**config.mk**
```make
export PLATFORM = sky130hd
export DESIGN_NAME = serial_operand_feeder
export DESIGN_NICKNAME = d
export VERILOG_FILES = /design/src/rtl/serial_operand_feeder.sv
export SDC_FILE = /design/constraint.sdc
export NUM_CORES = 1
export LEC_CHECK = 0
export ABC_AREA = 1
export CAP_MARGIN = 5
export CORE_MARGIN = 10
export CORE_UTILIZATION = 25
export CTS_CLUSTER_DIAMETER = 40
export DETAILED_ROUTE_END_ITERATION = 7
export MAX_ROUTING_LAYER = met4
export PLACE_DENSITY_LB_ADDON = 0.2
export SLEW_MARGIN = 15
export SYNTH_ARGS = -nofsm -noshare
export SYNTH_HDL_FRONTEND = slang
export SYNTH_SLANG_ARGS = --single-unit
```
**constraint.sdc**
```tcl
create_clock -name clk -period 4.1 [get_ports clk]
set_input_delay 1.23 -clock clk [delete_from_list [all_inputs] [get_ports clk]]
set_output_delay 1.23 -clock clk [all_outputs]
set_load 0.05 [all_outputs]
```
**src/rtl/serial_operand_feeder.sv**
```systemverilog
// rtl/serial_operand_feeder.sv - parallel-to-serial operand feeder with one-entry holding register
module serial_operand_feeder #(
    parameter int W = 8
) (
    input  logic         clk,
    input  logic         clear,
    input  logic         in_valid,
    output logic         in_ready,
    input  logic [W-1:0] in_a,
    input  logic [W-1:0] in_b,
    output logic         a,
    output logic         b,
    output logic         bit_valid,
    output logic         carry_clear,
    output logic         last,
    output logic         busy
);
    localparam int CW = (W > 1) ? $clog2(W) : 1;
    localparam logic [CW-1:0] CNT_LAST = CW'(W - 1);

    typedef enum logic {IDLE, SHIFT} state_t;

    state_t        state;
    logic [CW-1:0] cnt;
    logic [W-1:0]  sh_a;
    logic [W-1:0]  sh_b;
    logic [W-1:0]  hold_a;
    logic [W-1:0]  hold_b;
    logic          hold_full;

    logic accept;
    logic at_last;
    logic shifter_free;

    assign in_ready     = !hold_full && !clear;
    assign accept       = in_valid && in_ready;
    assign at_last      = (state == SHIFT) && (cnt == CNT_LAST);
    assign shifter_free = (state == IDLE) || at_last;

    always_ff @(posedge clk) begin
        if (clear) begin
            state     <= IDLE;
            cnt       <= '0;
            sh_a      <= '0;
            sh_b      <= '0;
            hold_a    <= '0;
            hold_b    <= '0;
            hold_full <= 1'b0;
        end else if (shifter_free) begin
            // A new frame starts right after the last bit, so frames abut with no gap.
            cnt <= '0;
            if (accept) begin
                sh_a  <= in_a;
                sh_b  <= in_b;
                state <= SHIFT;
            end else if (hold_full) begin
                sh_a      <= hold_a;
                sh_b      <= hold_b;
                hold_full <= 1'b0;
                state     <= SHIFT;
            end else begin
                sh_a  <= '0;
                sh_b  <= '0;
                state <= IDLE;
            end
        end else begin
            sh_a <= sh_a >> 1;
            sh_b <= sh_b >> 1;
            cnt  <= cnt + CW'(1);
            if (accept) begin
                hold_a    <= in_a;
                hold_b    <= in_b;
                hold_full <= 1'b1;
            end
        end
    end

    assign a           = (state == SHIFT) && sh_a[0];
    assign b           = (state == SHIFT) && sh_b[0];
    assign bit_valid   = (state == SHIFT);
    assign carry_clear = (state == SHIFT) && (cnt == '0);
    assign last        = at_last;
    assign busy        = (state == SHIFT) || hold_full;
endmodule

```
==> results_dict.tcl <==
set metrics [dict create \
    rsz0062_at_grt "false" \
    arrival_ps 2220 \
    pwr-share-seq_pct 50.2 \
    p_comb_share_pct 16.2 \
    antenna_cells 0 \
    dr.pass1.iters 4 \
    cts_hold_buf 0 \
    p_total_mw 0.765 \
    die-area_um2 9900 \
    postCtsSetupRepairBufs 0 \
    report.final.hold_viol_count 0 \
    grt_pass1_vias 1382 \
    synth-simple-area-share_pct 34.9 \
    swShare_pct 27.1 \
    post-dp-hpwl_um 2550 \
    via_per_inst 4.30 \
    multi_input_area_um2 711 \
    grt_pass1_wl_um 6490 \
    postCtsResizedCells 0 \
    synth-xor-area-share_pct 0 \
    start_kind "input port" \
    globalRouteTotalUtil_pct 8.34 \
    postRouteAntennaNets 0 \
    synth-adder-area-share_pct 3.17 \
    yosys-top-cells-count "76 x nand2_1, 37 x dfxtp_1, 36 x nor2_1" \
    clock_sinks 37 \
    cap_viol_max_count 0 \
    fin_cells 322 \
    finalWirelength_um 3760 \
    final_util_pct 32.9 \
    worst-path-buf-inv 2 \
    pwr_density_cell_nw_per_um2 386 \
    wl_per_cell_um 11.7 \
    syn_avg_cell_area_um2 7.14 \
    status "finished, final reports clean" \
    whs_ps 423 \
    period_minus_slack_ps 3450 \
    ctsHtreeMaxLevel 2 \
    syn_nets 244 \
    clockBufferDepth 2 \
    path_cells "clkdlybuf4s50_1 -> nor2_4 -> buf_12" \
    cp_top_family "buffers and inverters" \
    clk_pin_slew_ps 70 \
    core_um2 6030 \
    ys_seq_area_share_pct 46.9 \
    slew_headroom_pct 62.2 \
    area_growth_pct 25.6 \
    pwr-share-clk_pct 33.6 \
    syn-cell-area_um2 1580 \
    p_leak_nw 0.943 \
    route.detailed.drc 0 \
    fin_nets 270 \
    yosysMostFrequentCell "nand2_1" \
    overflow 0 \
    p_int_mw 0.558 \
    numCtsBuffers 5 \
    crit_slowest_cell "clkdlybuf4s50_1" \
    die_x_um 99.5 \
    cp-end-kind "output port" \
    gp_congestion 0.758 \
    period_share_pct 84.1 \
    final_layout_size_suffix_gt1_share_pct 7.29 \
    max_freq_mhz 290 \
    cts_tree "yes" \
    yosys_warnings 0 \
    rows 28 \
    crit_type "in2out" \
    synth_compound_area_share_pct 6.89 \
    synth_top_area_share_pct 46.9 \
    max_stage_delay_ps 610 \
    slew_violations 0 \
    worst_pin_slew_ps 566 \
    fin_tns_setup_ps 0 \
    finalClockSkew_ps 1.98 \
    synth_area_leaders "dfxtp_1 47%, nand2_1 18%, nor2_1 8.6%, nand3_1 5.1%, o21ai_0 5.1%" \
    grt_antenna_before_repair 0 \
    ios 26 \
    numPortBuffers 25 \
    dieHeight_um 99.5 \
    cp.required_ps 2870 \
    synth.area.mux_share_pct 0 \
    routed-via-count 1385 \
    start_util_pct 26.2 \
    fillers 662 \
    synth_top_family_by_area "simple AND/OR/NAND/NOR gates" \
    hp-class "reg2reg" \
    synth_cell_type_count 20 \
    setup_violations 0 \
    yosys.area.top_type "dfxtp_1" \
    synth_edf_count 0 \
    worstPathMaxFanout 6 \
    grt_max_degree 20 \
    clock_latency_ps 290 \
    drtIter0Drc 74 \
    place_inst 315 \
    ir_worst_vdd_uv 156 \
    postSynth.asyncResetShare_pct 0 \
    seq_area_um2 741 \
    root_buffer "clkbuf_8" \
    power_switching_mw 0.207 \
    netlist_instances 221 \
    synth-seq-cells 37 \
    synth_flop_cell "dfxtp_1" \
]
per-layer routing:
layer | vias to the layer above | part of all wire [%] | global-route usage, %
li1 | 732 | - | -
met1 | 617 | 47 | 9.44
met2 | 28 | 46 | 12.9
met3 | 8 | 4.9 | 2.21
met4 | 0 | 2.7 | 4.96
met5 | - | 0 | -
path summary, 6_finish.rpt:
kind / slack, ps / to / cells after the start / start
hold reg to reg: 420 / sh_b[3]$_SDFF_PP0_ / 2 / sh_b[4]$_SDFF_PP0_
hold / removal: 420 / sh_b[3]$_SDFF_PP0_ / 2 / sh_b[4]$_SDFF_PP0_
setup / recovery: 650 / in_ready / 3 / clear
setup reg to reg: 2280 / hold_a[1]$_SDFFE_PP0P_ / 9 / cnt[0]$_SDFF_PP0_
final cells by class:
cell class	instances	area share, %
inverters	15	3.09
clock buffers	7	4.35
flip-flops and latches	37	37.4
well taps	75	4.73
repair buffers	29	14.6
multi-input cells	159	35.8
state kept, by name (all words and copies together) (netlist names):
signal     cells
hold_b         8
bit_valid      1
sh_a           8
hold_full      1
cnt            3
sh_b           8
hold_a         8
tightest hold or removal path, stage by stage (launching register included):
cell and delay, ps:
dfxtp_1 310, nand2_1 40, nand2_1 50
power by group through the flow:
stage | logic [mW] | registers (mW) | clock network (mW)
6_report | 0.124 | 0.384 | 0.257
5_1_grt | 0.139 | 0.386 | 0.279
4_1_cts | 0.126 | 0.384 | 0.269
3_5_place_dp | 0.126 | 0.393 | 0
3_3_place_gp | 0.126 | 0.392 | 0
2_1_floorplan | 0.0752 | 0.395 | 0
metrics by stage:
step                      worst slack (ps)  cell area [um2]
after floorplan                       1300             1580
after global placement                 630             1900
after detailed placement               653             1900
after CTS                              643             1980
after global routing                   617             1980
final                                  654             1980
layout by cell type, fill, tap and decap left out:
master,n
or2_2,1
clkbuf_8,6
nand2_1,76
nor3_1,1
dfxtp_1,37
a31oi_1,1
inv_1,13
buf_12,1
clkbuf_1,1
a21oi_1,3
clkdlybuf4s50_1,24
buf_4,4
o21ai_0,16
nand2_4,1
o21a_1,1
nor2_1,36
nor2_4,2
nand3_1,16
nand2_2,1
inv_4,2
ha_1,4
kinds of logic (layout without fill, tap and decap cells):
| family | Yosys count | after routing |
|---|---|---|
| AO/OA/AOI/OAI | 21 | 21 |
| flip-flops | 37 | 37 |
| buffers and inverters | 25 | 51 |
| AND/OR/NAND/NOR | 134 | 134 |
| adder cells (fa/ha/maj) | 4 | 4 |
(Power assumes the default switching activity.)
